--- config.mk ---
export PLATFORM = sky130hd
export DESIGN_NAME = shared_timer_sched
export DESIGN_NICKNAME = d
export VERILOG_FILES = /design/src/rtl/shared_timer_pkg.sv /design/src/rtl/shared_timer_core.sv /design/src/rtl/shared_timer_sched.sv
export SDC_FILE = /design/constraint.sdc
export NUM_CORES = 1
export LEC_CHECK = 0
export ABC_AREA = 0
export CAP_MARGIN = 20
export CORE_UTILIZATION = 44
export CTS_BUF_LIST = sky130_fd_sc_hd__clkbuf_16
export CTS_CLUSTER_SIZE = 20
export DETAILED_ROUTE_END_ITERATION = 10
export PLACE_DENSITY = 0.88
export RECOVER_POWER = 100
export SLEW_MARGIN = 15
export SYNTH_ARGS = -nofsm -noshare
export SYNTH_HDL_FRONTEND = slang
export SYNTH_SLANG_ARGS = --single-unit
--- constraint.sdc ---
create_clock -name Clk -period 7 [get_ports Clk]
set_clock_uncertainty 0.15 [all_clocks]
set_input_delay 1.4 -clock Clk [delete_from_list [all_inputs] [get_ports Clk]]
set_output_delay 1.4 -clock Clk [all_outputs]
set_load 0.005 [all_outputs]
--- src/rtl/shared_timer_pkg.sv ---
// Shared types and constants for the shared delay-timer scheduler.
package shared_timer_pkg;

  typedef enum logic [1:0] {
    ST_IDLE,
    ST_COUNT,
    ST_DONE
  } state_e;

  localparam logic [31:0] LOAD_DFLT = 32'd232455096;

  // Owner-index width; callers guarantee n >= 2.
  function automatic int clog2(input int n);
    int w;
    w = 0;
    while ((1 << w) < n) w++;
    return w;
  endfunction

endpackage

--- src/rtl/shared_timer_core.sv ---
// Load/decrement timer; the MSB is the expiry flag and counting stops once it sets.
module shared_timer_core #(
  parameter int Data_Width = 32
) (
  input  logic                  Clk,
  input  logic                  Rst_n,
  input  logic                  Load,
  input  logic [Data_Width-1:0] Load_Val,
  input  logic                  Run,
  output logic [Data_Width-1:0] Count_Val,
  output logic                  Flag
);

  logic [Data_Width-1:0] r_count;

  // NOTE: sequential state uses non-blocking (<=) so every flop samples pre-edge values.
  always_ff @(posedge Clk or negedge Rst_n) begin
    if (!Rst_n) begin
      r_count <= '0;
    end else if (Load) begin
      r_count <= Load_Val;
    end else if (Run && !r_count[Data_Width-1]) begin
      r_count <= r_count - Data_Width'(1);
    end
  end

  assign Count_Val = r_count;
  assign Flag      = r_count[Data_Width-1];

endmodule

--- src/rtl/shared_timer_sched.sv ---
// Round-robin scheduler sharing one delay timer among NUM_REQ requesters.
// Optional macro SHARED_TIMER_ABORT_EN: owner dropping Req during COUNT aborts the run.
module shared_timer_sched #(
  parameter int                    NUM_REQ    = 4,
  parameter int                    Data_Width = 32,
  parameter logic [Data_Width-1:0] LOAD_DFLT  = Data_Width'(shared_timer_pkg::LOAD_DFLT)
) (
  input  logic                          Clk,
  input  logic                          Rst_n,
  input  logic [NUM_REQ-1:0]            Req,
  input  logic [NUM_REQ*Data_Width-1:0] Load_Vals,
  output logic [NUM_REQ-1:0]            Grant,
  output logic [NUM_REQ-1:0]            Done,
  output logic                          Busy,
  output logic [Data_Width-1:0]         Count_Val,
  output logic                          Flag
);

  import shared_timer_pkg::*;

  localparam int OW = clog2(NUM_REQ);

  state_e          r_state;
  state_e          w_state_nxt;
  logic [OW-1:0]   r_owner;
  logic [OW-1:0]   r_ptr;
  logic [OW-1:0]   w_winner;
  logic [OW-1:0]   w_idx;
  logic [OW-1:0]   w_ptr_nxt;
  logic            w_found;
  logic            w_load;
  logic            w_run;
  logic            w_adv;
  logic [Data_Width-1:0] w_slices [NUM_REQ];
  logic [Data_Width-1:0] w_load_val;

  for (genvar i = 0; i < NUM_REQ; i++) begin : g_slice
    assign w_slices[i] = Load_Vals[i*Data_Width +: Data_Width];
  end

  // First requester at or after the pointer, wrapping modulo NUM_REQ.
  always_comb begin
    w_winner = '0;
    w_found  = 1'b0;
    w_idx    = '0;
    for (int k = 0; k < NUM_REQ; k++) begin
      w_idx = OW'((int'(r_ptr) + k) % NUM_REQ);
      if (!w_found && Req[w_idx]) begin
        w_winner = w_idx;
        w_found  = 1'b1;
      end
    end
  end

  assign w_load_val = (w_slices[w_winner] == '0) ? LOAD_DFLT : w_slices[w_winner];
  assign w_ptr_nxt  = (r_owner == OW'(NUM_REQ - 1)) ? '0 : r_owner + OW'(1);

  // NOTE: every always_comb output gets a default first so no path infers a latch.
  always_comb begin
    w_state_nxt = r_state;
    w_load      = 1'b0;
    w_run       = 1'b0;
    w_adv       = 1'b0;
    case (r_state)
      ST_IDLE: begin
        if (w_found) begin
          w_load      = 1'b1;
          w_state_nxt = ST_COUNT;
        end
      end
      ST_COUNT: begin
`ifdef SHARED_TIMER_ABORT_EN
        if (!Req[r_owner]) begin
          w_state_nxt = ST_IDLE;
          w_adv       = 1'b1;
        end else if (Flag) begin
          w_state_nxt = ST_DONE;
        end else begin
          w_run = 1'b1;
        end
`else
        if (Flag) begin
          w_state_nxt = ST_DONE;
        end else begin
          w_run = 1'b1;
        end
`endif
      end
      ST_DONE: begin
        w_state_nxt = ST_IDLE;
        w_adv       = 1'b1;
      end
      default: w_state_nxt = ST_IDLE;
    endcase
  end

  always_ff @(posedge Clk or negedge Rst_n) begin
    if (!Rst_n) begin
      r_state <= ST_IDLE;
      r_owner <= '0;
      r_ptr   <= '0;
    end else begin
      r_state <= w_state_nxt;
      if (w_load) r_owner <= w_winner;
      if (w_adv)  r_ptr   <= w_ptr_nxt;
    end
  end

  shared_timer_core #(
    .Data_Width(Data_Width)
  ) u_core (
    .Clk      (Clk),
    .Rst_n    (Rst_n),
    .Load     (w_load),
    .Load_Val (w_load_val),
    .Run      (w_run),
    .Count_Val(Count_Val),
    .Flag     (Flag)
  );

  assign Busy  = (r_state != ST_IDLE);
  assign Grant = Busy ? (NUM_REQ'(1) << r_owner) : '0;
  assign Done  = (r_state == ST_DONE) ? (NUM_REQ'(1) << r_owner) : '0;

endmodule

# After elaboration in Yosys (flattened, before gate mapping)
# Cells that the tools add are included.
# Widths: inputs -> output; s select.
dict set report word_totals {
  register_bits 38
  in_bits 134
  out_inout_bits 42
  wordCells 67
}
dict set report op_classes {
  add_sub_neg 5
  order_cmp 5
  eq_ne 5
  n_shift 1
  muxes 33
  bitwise 1
  reduce_logical 13
}
# op n
set op_table {}
lappend op_table {{$mux 32} 5}
lappend op_table {{$bmux 32 s2} 1}
lappend op_table {{$logic_not 32->1} 1}
lappend op_table {{$sub 32x1->32 const B} 1}
lappend op_table {{$mux 2} 7}
lappend op_table {{$mux 1} 13}
lappend op_table {{$lt 2x3->1 const B} 4}
lappend op_table {{$bmux 1 s2} 4}
lappend op_table {{$mux 4} 2}
lappend op_table {{$add 2x1->2 const B} 2}
lappend op_table {{$add 2x2->2 const B} 2}
lappend op_table {{$eq 2x2->1 const B} 2}
lappend op_table {{$logic_and 1x1->1} 4}
lappend op_table {{$logic_not 1->1} 4}
lappend op_table {{$pmux 2 s2} 1}
lappend op_table {{$reduce_bool 2->1} 2}
lappend op_table {{$shl 1x2->4 const A} 1}
lappend op_table {{$ge 3x3->1 const B} 1}
lappend op_table {{$not 2->3} 1}
lappend op_table {{$eq 2x1->1 const B} 1}
lappend op_table {{$logic_not 2->1} 1}
lappend op_table {{$ne 2x1->1 const B} 1}
lappend op_table {{$ne 2x2->1 const B} 1}
lappend op_table {{$reduce_and 2->1} 1}

# Depth between registers and ports, before layout
# Gate-level depths: netlist (run 1).
dict set report depth {
  ltp_word 19
  ltp_mapped 12
  depth_no_buf 8
}

# Modules after synthesis
# Synthesis (run 1) repeated with hierarchy kept, for this count alone.
dict set report unflattened {
  hier_cells 389
  hier_area_um2 3562.2
}
# module instances cells_per_inst area_per_inst_um2 seq_area_each_um2
set modules_own_cells {}
lappend modules_own_cells {shared_timer_core 1 206 1833.0 800.8}
lappend modules_own_cells {shared_timer_sched 1 183 1729.2 150.1}

# Least setup slack after synthesis (run 1)
# OpenSTA, ideal clock, no wires.
dict set report synth_timing {
  kind {in2reg}
  from {input Req[1]}
  to {register u_core.r_count[15], in the netlist u_core.Count_Val[15]}
  setup_time_ns 0.082
  arrival_ns 3.431
  required_time_ns 6.768
  setup_slack_ns 3.337
  cell_stages 12
  path_buffers 4
  path_cell_list {a21bo_2 -> a221o_1 -> buf_6 -> buf_6 -> mux2i_1 -> mux2i_1 -> nor4_1 -> nand4_1 -> or2_1 -> buf_2 -> buf_6 -> a22oi_2}
}
dict set report synth_via {
  elab_chain_cells 19
  word_cells_on_any_way 32
  classes_between {mux: 23; bitwise: 1; reduce/logical: 8}
}
# element line_no
set synth_rtl {}
lappend synth_rtl {{start: declaration} shared_timer_sched.sv:10} ;# input logic [NUM_REQ-1:0] Req,
lappend synth_rtl {{$bmux 1 s2} shared_timer_sched.sv:48} ;# if (!w_found && Req[w_idx]) begin
lappend synth_rtl {{$mux 1 (implied by the code)} shared_timer_sched.sv:48}
lappend synth_rtl {{$mux 1} shared_timer_sched.sv:48}
lappend synth_rtl {{$logic_not 1->1} shared_timer_sched.sv:48}
lappend synth_rtl {{$logic_and 1x1->1} shared_timer_sched.sv:48}
lappend synth_rtl {{$mux 1} shared_timer_sched.sv:48}
lappend synth_rtl {{$logic_not 1->1} shared_timer_sched.sv:48}
lappend synth_rtl {{$logic_and 1x1->1} shared_timer_sched.sv:48}
lappend synth_rtl {{(+2 left out)} -}
lappend synth_rtl {{$logic_and 1x1->1} shared_timer_sched.sv:48}
lappend synth_rtl {{$mux 2} shared_timer_sched.sv:48}
lappend synth_rtl {{$not 2->3 (implied by the code)} shared_timer_sched.sv:55} ;# assign w_load_val = (w_slices[w_winner] == '0) ? LOAD_DFLT : w_slices[w_winner];
lappend synth_rtl {{$bmux 32 s2} shared_timer_sched.sv:55}
lappend synth_rtl {{$mux 32 (implied by the code) (2 in series)} shared_timer_sched.sv:55}
lappend synth_rtl {{$logic_not 32->1} shared_timer_sched.sv:55}
lappend synth_rtl {{$mux 32} shared_timer_sched.sv:55}
lappend synth_rtl {{$mux 32} shared_timer_core.sv:20} ;# end else if (Load) begin
lappend synth_rtl {{end signal: assignment} shared_timer_core.sv:21} ;# r_count <= Load_Val;
lappend synth_rtl {{end signal: assignment} shared_timer_core.sv:23} ;# r_count <= r_count - Data_Width'(1);
lappend synth_rtl {{end: declaration} shared_timer_core.sv:14} ;# logic [Data_Width-1:0] r_count;
# Several ways; a longest one is shown, not always the timed one. The select of a mux whose other input is x is not followed.
# A chain may end at the register's enable or synchronous reset.

# Worst setup path after layout (run 1)
dict set report layout_timing {
  from {input Req[0]}
  to {register u_core.r_count[8], in the netlist u_core.Count_Val[8]}
}
# Same word-level chain as after synthesis.

==> key figures, run 1 <==
Final layout
  – Share of cells above drive strength 1: 0.03788
  – Fill count: 565
  – Area growth, synth to finish: 56.78%
  – Final cell utilization of the core: 0.7183
  – # diodes: 0
  – Final #Nets: 666
  – Fin cells: about 630

CTS
  – Number of buffers created by CTS: 5
  – CTS Sinks: 38
  – Worst-case clock buffer depth: 2
  – Post-CTS Resized: 0
  – Cts hold-fix bufs: 0
  – Setup bufs post-CTS: 0
  – H-tree levels: 2
  – Root buffer cell: clkbuf_16
  – CTS tree: built
  – Clk_lat worst skew: 280 ps
  – Clock transition at path regs: 60 ps

Worst hold path
  – Hold Crit Endpoint: r_owner[0]$_DFFE_PN0P_
  – Worst hold stages: 2
  – Hold Startpoint: r_owner[0]$_DFFE_PN0P_
  – Hold crit path type: reg2reg

Power
  – Pwr Density: 343.3 nW/um2
  – Switching share of power: 0.4292
  – Psw: 0.0007718 W
  – VDD IR-drop max: 168.1 uV
  – Cell leakage power: 2.189 nW
  – Sequential Power Share: 0.267
  – Pint: 0.001026 W
  – Combinational share of power: 0.611
  – Final Power: around 0.0018 W
  – Clock Power Share: 0.122

Synth
  – Synthesized netlist cell count: ~360
  – Most common library cells after synthesis: 97 x mux2i_1, 40 x nor2_1, 38 x dfrtp_1
  – Ranking of synthesized cells by area: mux2i_1 29%, dfrtp_1 28%, xnor2_1 4.7%
  – Top_reg_cell synth: dfrtp_1
  – #FFs+latches synth: 38
  – Yosys warns: 0
  – Post-synth top area share: 0.2906
  – Post-synthesis net count: ~500
  – Most common cell in the netlist: mux2i_1
  – Async set-reset flop share out of synthesis: 1.000
  – Synthesized area per cell: 9.178 um2
  – Leading area contributor after synthesis: mux2i_1
  – Register area share after synthesis: 0.2846
  – Post-synth EDFFs: 0
  – Area of the mapped netlist: about 3300 um2
  – Post-synthesis cell type count: 36

Floorplan
  – Initial core utilization: 0.4581
  – IO Pins: 176
  – Core Area: 7292 um2
  – Die span in y: 89.14 um
  – Die Span X: ~89 um
  – Die Area: between 7000 and 8000 um2
  – # rows: 31

Timing
  – TNS Setup: 0 ps
  – Crit path setup slack, layout: 1335 ps
  – Final min period: 5665 ps
  – Worst-margin pin slew: 2053 ps
  – Final Max Slew Viols: 116
  – Period utilisation layout: 0.8093
  – Final setup violation count: 0
  – Achievable Freq: 176.5 MHz
  – Final hold vios: 0
  – Rel. slew slack: -0.3688
  – Unrepaired setup endpoints after global routing: no

Detailed routing
  – Number of remaining DRC errors: 0
  – Vias/cell: 5.616
  – Final wirelength: 11.32 mm
  – Post-DRT Antenna Nets: 0
  – Initial drt markers: 294
  – TritonRoute pass-1 iters: 5
  – Detailed-route via count: ~3500
  – Post-DR wirelength/cell: 18.06 um

Run status
  – Failing checks: max-capacitance violations, max-slew violations
  – Result of the run: finished, violations left

Critical path
  – WP data required: 7020 ps
  – Largest stage delay on the critical path: 1520 ps
  – RR Startpoint: r_ptr[1]$_DFFE_PN0P_
  – Setup crit start kind: primary input
  – Slowest-stage cell, CP: o2bb2a_1
  – CP Cell Sequence: dlygate4sd3_1, a21oi_1, o21ai_0, o2bb2a_1, mux2i_1, nor4_1, nand4_1, or2_1, a22oi_1
  – Worst Setup End Kind: flop
  – Worst r2r dst: u_core.Count_Val[8]$_DFFE_PN0P_
  – Crit Path Max Fanout: 33
  – FF-to-FF path depth: 8
  – CP Class: in2reg
  – Worst R2R Setup Slack: 2630 ps
  – Arr. time, crit path: 5680 ps

Global route
  – Total grt overflow: 0
  – Vias in the first global route: roughly 3500
  – Largest net degree at the start of global routing: 66
  – Initial antenna violation count: 0
  – Tot GR Track Use: 0.3006
  – First-pass GRT wire length: between 15 and 20 mm

Flow run
  – Maxcap violations: 3

Place
  – Placed wire-length estimate: 9.059 mm
  – I/O Buffers: ~180
  – GPL Wtd Cong: 0.9040
  – Worst slack at placement: between 1500 and 2000 ps
  – DP Cell Count: roughly 620
## worst max-delay path by stage
stage               startpoint                               end  slack (ps)  cells after the start
floorplan               Req[1]  u_core.Count_Val[15]$_DFFE_PN0P_        3340                     12
global placement        Req[0]   u_core.Count_Val[4]$_DFFE_PN0P_        2030                      9
detailed placement      Req[0]   u_core.Count_Val[3]$_DFFE_PN0P_        1850                      9
CTS                     Req[0]  u_core.Count_Val[12]$_DFFE_PN0P_        2100                      9
global route            Req[0]  u_core.Count_Val[12]$_DFFE_PN0P_        1090                      9
finish                  Req[0]   u_core.Count_Val[8]$_DFFE_PN0P_        1340                      9
## registers in the layout, summed over array words and instances, names as in the netlist
name,flops
r_owner,2
r_ptr,2
r_state,2
u_core.Count_Val,32
## stage by stage
| stage | cell area, um2 | hold WS [ps] |
|---|---|---|
| 6_report | 5238 | 437.7 |
| 5_1_grt | 5238 | 476.9 |
| 4_1_cts | 5256 | 434.0 |
| 3_5_place_dp | 5115 | 420.6 |
| 3_3_place_gp | 5115 | 407.0 |
| 2_1_floorplan | 3341 | 374.1 |
## worst max-delay path, delay by kind of cell
kind	cells	cell delay, ps
buffers and inverters	1	590
AOI/OAI and AO/OA	4	2090
and+or+nand+nor	3	1080
muxes	1	470
## logic make-up after synthesis
logic type                 share of synthesized area
DFF                                           0.2846
adders and majority gates                    0.01873
and+or+nand+nor                               0.1794
xor gates and xnor gates                     0.07603
muxes                                         0.2940
buffers and inverters                        0.04869
AOI/OAI and AO/OA                            0.09850
## routing by layer
layer | vias to the layer above | share of wire | GRT usage
li1 | 1630 | - | -
met1 | 1625 | 0.36 | 0.3318
met2 | 219 | 0.51 | 0.5413
met3 | 47 | 0.076 | 0.07664
met4 | 0 | 0.047 | 0.1385
met5 | - | 0 | 0
## final cells by class
type | instances | area [um2] | area share
multi-input cells | 297 | 2228 | 0.4255
repair buffers | 178 | 1767 | 0.3373
flip-flops and latches | 38 | 950.9 | 0.1816
clock buffers | 5 | 125.1 | 0.02389
well taps | 99 | 123.9 | 0.02365
inverters | 7 | 26.28 | 0.005017
clock inverters | 3 | 16.27 | 0.003106
## power by group through the flow
| stage | clock network [W] | registers [W] | logic, W |
|---|---|---|---|
| global route | 0.000234 | 0.000497 | 0.00120 |
| global placement | 0 | 0.000473 | 0.00109 |
| detailed placement | 0 | 0.000479 | 0.00113 |
| floorplan | 0 | 0.000455 | 0.000691 |
| finish | 0.000220 | 0.000480 | 0.00110 |
| CTS | 0.000223 | 0.000479 | 0.00113 |
## cell usage in the layout (no fill, tap or decap), types with 2 or more instances in the layout
cell	n
clkdlybuf4s50_1	132
mux2i_1	97
dlygate4sd3_1	43
nor2_1	40
dfrtp_1	38
nand2_1	27
xnor2_1	18
nor4_1	16
o21ai_0	16
xor2_1	11
a22oi_1	11
nor2b_1	8
a22oi_2	8
inv_1	7
nor3_1	6
nand3_1	5
ha_1	5
clkbuf_16	5
nand4_1	4
and2_0	3
nand2b_1	3
a21oi_1	3
and2_1	2
or4_1	2
clkbuf_1	2
No activity file was read; power rests on OpenSTA's default activity.
==> run 2: changes to the inputs <==
--- a/config.mk
+++ b/config.mk
@@ -7,11 +7,11 @@
 export LEC_CHECK = 0
 export ABC_AREA = 0
 export CAP_MARGIN = 20
-export CORE_UTILIZATION = 44
+export CORE_UTILIZATION = 37
 export CTS_BUF_LIST = sky130_fd_sc_hd__clkbuf_16
 export CTS_CLUSTER_SIZE = 20
 export DETAILED_ROUTE_END_ITERATION = 10
-export PLACE_DENSITY = 0.88
+export PLACE_DENSITY = 0.79
 export RECOVER_POWER = 100
 export SLEW_MARGIN = 15
 export SYNTH_ARGS = -nofsm -noshare
==> constraint.sdc (replaced) <==
create_clock -name Clk -period 4.96 [get_ports Clk]
set_clock_uncertainty 0.15 [all_clocks]
set_input_delay 0.992 -clock Clk [delete_from_list [all_inputs] [get_ports Clk]]
set_output_delay 0.992 -clock Clk [all_outputs]
set_load 0.005 [all_outputs]
==> key figures, run 2 (synthesis gave the netlist of run 1 again) <==
Power
  – Pint: between 0.001 and 0.0015 W
  – VDD IR-drop max: ~220 uV
  – Switching share of power: 0.4237
  – Sequential Power Share: 0.265
  – Cell leakage power: 2.195 nW
  – Psw: 0.001065 W
  – Combinational share of power: 0.615
  – Clock Power Share: 0.119
  – Pwr Density: 477.4 nW/um2

Global route
  – Tot GR Track Use: 0.2358
  – Vias in the first global route: about 3500
  – Total grt overflow: 0
  – First-pass GRT wire length: 17.62 mm
  – Initial antenna violation count: 0
  – Largest net degree at the start of global routing: between 60 and 70

CTS
  – Post-CTS Resized: 0
  – Cts hold-fix bufs: 0
  – Number of buffers created by CTS: 5
  – Setup bufs post-CTS: 0
  – Clk_lat worst skew: 280 ps
  – H-tree levels: 2
  – CTS Sinks: 38
  – CTS tree: built
  – Root buffer cell: clkbuf_16
  – Worst-case clock buffer depth: 2
  – Clock transition at path regs: around 50 ps

Detailed routing
  – Vias/cell: 5.252
  – Number of remaining DRC errors: 0
  – Final wirelength: 10.93 mm
  – Post-DRT Antenna Nets: 0
  – Initial drt markers: 130
  – Post-DR wirelength/cell: 17.13 um
  – TritonRoute pass-1 iters: 4
  – Detailed-route via count: 3351

Critical path
  – Worst Setup End Kind: flop
  – WP data required: 4870 ps
  – Crit Path Max Fanout: 19
  – Arr. time, crit path: 4450 ps
  – CP Class: in2reg
  – Setup crit start kind: primary input

Timing
  – Worst-margin pin slew: 2049 ps
  – Period utilisation layout: 0.9168
  – Final min period: roughly 4500 ps
  – Final Max Slew Viols: 82
  – Unrepaired setup endpoints after global routing: no
  – Final setup violation count: 0
  – Final hold vios: 0
  – TNS Setup: 0 ps
  – Rel. slew slack: -0.3662
  – Achievable Freq: ~220 MHz

Run status
  – Result of the run: finished, violations left
  – Failing checks: max-capacitance violations, max-slew violations

Worst hold path
  – Hold crit path type: reg2reg

Place
  – I/O Buffers: 175
  – GPL Wtd Cong: roughly 0.86
  – Placed wire-length estimate: 8.944 mm
  – DP Cell Count: 630

Final layout
  – Final #Nets: ~670
  – # diodes: 0
  – Share of cells above drive strength 1: 0.04151
  – Area growth, synth to finish: 57.60%
  – Max reg flops: 32
  – Commonest non-fill, non-tap cells in the layout: 135 x clkdlybuf4s50_1, 97 x mux2i_1, 40 x nor2_1, 40 x dlygate4sd3_1, 38 x dfrtp_1
  – Fin cells: roughly 640
  – Commonest non-fill, non-tap cell in the layout: clkdlybuf4s50_1

Floorplan
  – # rows: 34
  – Die Span X: roughly 97 um
  – Core Area: between 8000 and 9000 um2
  – Die span in y: a little under 100 um
  – Die Area: 9413 um2
  – Initial core utilization: 0.3831
  – IO Pins: ~180

Flow run
  – Maxcap violations: 2
## run 2: final timing paths
kind / startpoint / end / slack [ps] / depth (start not counted)
max in group asynchronous: Rst_n / u_core.Count_Val[13]$_DFFE_PN0P_ / 1790 / 2
hold reg to reg: r_owner[0]$_DFFE_PN0P_ / r_owner[0]$_DFFE_PN0P_ / 430 / 2
setup reg to reg: r_ptr[1]$_DFFE_PN0P_ / u_core.Count_Val[14]$_DFFE_PN0P_ / 1190 / 9
min in group asynchronous: Rst_n / u_core.Count_Val[30]$_DFFE_PN0P_ / 1700 / 2
hold / removal: r_owner[0]$_DFFE_PN0P_ / r_owner[0]$_DFFE_PN0P_ / 430 / 2
setup / recovery: Req[0] / u_core.Count_Val[14]$_DFFE_PN0P_ / 410 / 10
## run 2: layer usage
layer | GRT usage | part of all wire | vias to the layer above
li1 | - | - | 1644
met1 | 0.2731 | 0.40 | 1576
met2 | 0.4442 | 0.53 | 112
met3 | 0.04046 | 0.053 | 19
met4 | 0.05970 | 0.020 | 0
met5 | 0 | 0 | -
## run 2: stage by stage
stage | cell area (um2) | hold slack, ps | total power, W | setup slack (ps) | utilization
2_1_floorplan | 3341 | 374.1 | 0.001618 | 1705 | -
3_3_place_gp | 5141 | 409.4 | 0.002248 | 305.8 | 0.5895
3_5_place_dp | 5141 | 428.0 | 0.002288 | 187.1 | 0.5895
4_1_cts | 5279 | 441.2 | 0.002593 | 457.8 | 0.6053
5_1_grt | 5265 | 485.0 | 0.002713 | 150.2 | 0.6037
6_report | 5265 | 432.7 | 0.002513 | 412.7 | 0.6037
## run 2: layout make-up
| class | count | area, um2 |
|---|---|---|
| inverters | 7 | 26.28 |
| clock inverters | 3 | 12.51 |
| multi-input cells | 297 | 2233 |
| clock buffers | 5 | 125.1 |
| flip-flops and latches | 38 | 950.9 |
| fillers | 742 | 3456 |
| repair buffers | 180 | 1782 |
| well taps | 108 | 135.1 |
## run 2: power groups by stage
stage	registers, W	logic [W]	clock network [W]
after global placement	0.000667	0.00158	0
after floorplan	0.000643	0.000975	0
after CTS	0.000670	0.00162	0.000303
after global routing	0.000700	0.00170	0.000316
after detailed placement	0.000674	0.00161	0
final	0.000666	0.00155	0.000300
## run 2: critical path: stages
cell,delay [ps]
clkdlybuf4s50_1,480
a21oi_1,170
o21ai_0,80
o2bb2a_1,790
buf_4,390
mux2i_1,450
nor4_1,90
nand4_1,100
or2_1,670
a22oi_1,210
==> RTL change (settings of run 2) <==
Add a define of `SHARED_TIMER_ABORT_EN`.
--- a/src/rtl/shared_timer_sched.sv
+++ b/src/rtl/shared_timer_sched.sv
@@ -1,5 +1,7 @@
 // Round-robin scheduler sharing one delay timer among NUM_REQ requesters.
 // Optional macro SHARED_TIMER_ABORT_EN: owner dropping Req during COUNT aborts the run.
+`define SHARED_TIMER_ABORT_EN
+
 module shared_timer_sched #(
   parameter int                    NUM_REQ    = 4,
   parameter int                    Data_Width = 32,
Function: changed (a bounded check fails within 4 cycles, from zero or initial values and one cycle with Rst_n low).
==> RTL change against run 2 <==
  * The run still ends with capacitance limit, slew limit left
  * Total power is 4.0% higher
  * Highest routed layer unchanged
  * Hold slack lost 37 ps
  * Cell count decreased by 0.63%
  * Critical endpoint is now u_core.Count_Val[19]$_DFFE_PN0P_
  * Synthesized area is 0.97% higher
  * Critical path depth rose by 3
  * Sequential cell count did not move
  * Worst setup slack better by 180 ps
  * Count of clock-buffer cells in the layout is the same
  * Sequential power rose by 3%
  * Cell area rose by 1.0%
  * Maximum frequency up 4.2%
  * Via count rose by 4.8%
  * Die area is 0.95% higher
  * Routed wire length grew 12%
==> RTL change: results (changes against run 2) <==
[status]
status=finished with violations
violations=capacitance limit, slew limit

[pwr]
p_sw_uw=1130  ; +6.0%
leakagePower_uw=0.00213  ; -3.2%
ir_worst_vdd_mv=0.278  ; +26%

[global_routing]
grt_max_degree=48  ; -27%
antenna_found_initial=0  ; unchanged
grt_usage=0.251  ; +0.0148
grt-ovfl-total=0  ; unchanged
grt_pass1_wl_um=18700  ; +6.1%
grt_pass1_vias=3476  ; -1.2%

[drt]
viasPerCell=5.54  ; +5.5%
wire_per_inst_um=19.3  ; +13%
drt-pass1-iter-count=5  ; +1
drc=0  ; unchanged
drt_iter0_drc=306  ; +140%

[cts]
cts-root-buf=clkbuf_16
clock_latency_ps=280  ; about the same
post_cts_buffers=0  ; unchanged
cts_buffer_depth=2  ; unchanged
htreeDepth=2  ; unchanged
path_clk_slew_ps=60
cts-resized-gates=0  ; unchanged
cts_buffers=5  ; unchanged

[critical_path]
crit_path_max_fanout=47  ; +28
arrival_ps=4430  ; -20 ps
critPathLaunch=Req[1]
rr_worst_depth=12  ; +3

[synthesis]
synth_common_cells=64 x mux2i_1, 38 x dfrtp_1, 31 x mux2_2, 24 x nand2_1, 22 x xnor2_1
async_flop_share=1.00  ; unchanged
synth.distinct_cells=41  ; +14%
ys_warn_count=0  ; unchanged
ys_seq_area_frac=0.282  ; -0.00275
synth_nets=499  ; -0.80%
synth_ff_type=dfrtp_1
yosys-top-cells-area=dfrtp_1 28%, mux2i_1 19%, mux2_2 10%

[worst_hold_path]
hold_path_depth=1  ; -1
min_from=u_core.Count_Val[19]$_DFFE_PN0P_
hp-class=flop to flop

[place]
gp_congestion=0.897  ; +4.4%
port-buffer-count=175  ; unchanged
dpl_cell_area_um2=5190  ; +1.0%
dp_hpwl_um=9890  ; +11%

[final_layout]
largest_reg_flops=32  ; unchanged
drive_gt1_frac=0.0875  ; +0.0459
diodes=0  ; unchanged
nNetsFinal=668  ; unchanged
fillers=759  ; +2.3%

[timing]
drv_slew=39  ; -52%
worstMarginPinSlew_ps=2100  ; +46.5 ps

[run]
maxCapViolCount=1  ; -1

==> RTL change: changes by cell type after synthesis, moves of 4 or more <==
cell,before,now
a21oi_1,3,7
a22oi_1,9,17
a22oi_2,10,0
and3_1,0,4
ha_1,5,9
mux2_2,1,31
mux2i_1,97,64
nand4_1,4,8
nor2_1,40,17
nor3_1,6,10
nor4_1,16,8
xnor2_1,18,22
xor2_1,11,5
==> RTL change: cell type report <==
class / count / area [um2] / area share
clock buffer: 5 / 125 / 0.0235
clock inverter: 3 / 12.5 / 0.00235
inverter: 9 / 33.8 / 0.00635
multi-input combinational: 291 / 2270 / 0.426
sequential: 38 / 951 / 0.179
tap: 108 / 135 / 0.0254
timing repair buffer: 180 / 1790 / 0.337
==> RTL change: final timing paths <==
| path | end | slack, ps |
|---|---|---|
| worst max-delay path | u_core.Count_Val[19]$_DFFE_PN0P_ | 600 |
| worst min-delay path | u_core.Count_Val[19]$_DFFE_PN0P_ | 400 |
| worst max register to register | u_core.Count_Val[19]$_DFFE_PN0P_ | 1450 |
| worst min register to register | u_core.Count_Val[19]$_DFFE_PN0P_ | 400 |
| max in group asynchronous | r_owner[1]$_DFFE_PN0P_ | 1750 |
| min in group asynchronous | r_ptr[1]$_DFFE_PN0P_ | 1700 |
==> RTL change: cell families after synthesis <==
group,share of synthesized area
AND/OR/NAND/NOR,0.162
multiplexers,0.307
AO/OA/AOI/OAI,0.101
flip-flops,0.282
XOR/XNOR,0.0701
buffers and inverters,0.0456
adder cells (fa/ha/maj),0.0334
==> RTL change: worst max-delay path, stage by stage <==
cell	delay [ps]
dlygate4sd3_1	610
inv_1	100
and3_1	150
o32a_2	530
buf_12	370
mux2i_1	280
mux2_1	220
nand4_1	100
nor4_1	330
a21oi_1	120
buf_4	240
a22oi_1	240
a21o_1	120
==> RTL change: through the flow <==
stage	cells	total power, uW	setup WS [ps]	utilization
finish	634	2610	595	0.607
global route	634	2780	342	0.607
CTS	634	2680	753	0.608
detailed placement	626	2350	480	0.593
global placement	626	2330	494	0.593
floorplan	356	1650	1620	-
==> RTL change: power groups by stage <==
stage	logic [uW]	clock network [uW]	registers, uW
after floorplan	1010	0	634
after global routing	1750	319	706
after CTS	1690	305	685
final	1620	306	684
after detailed placement	1670	0	682
after global placement	1640	0	686
==> RTL change: metal layers <==
layer  vias to the layer above  track usage  wire length [um]
met1                      1663        0.338              5270
met2                       181        0.414              5800
met3                        24       0.0439               960
met5                         -            0                 0
met4                         0       0.0645               217
li1                       1645            -                 -
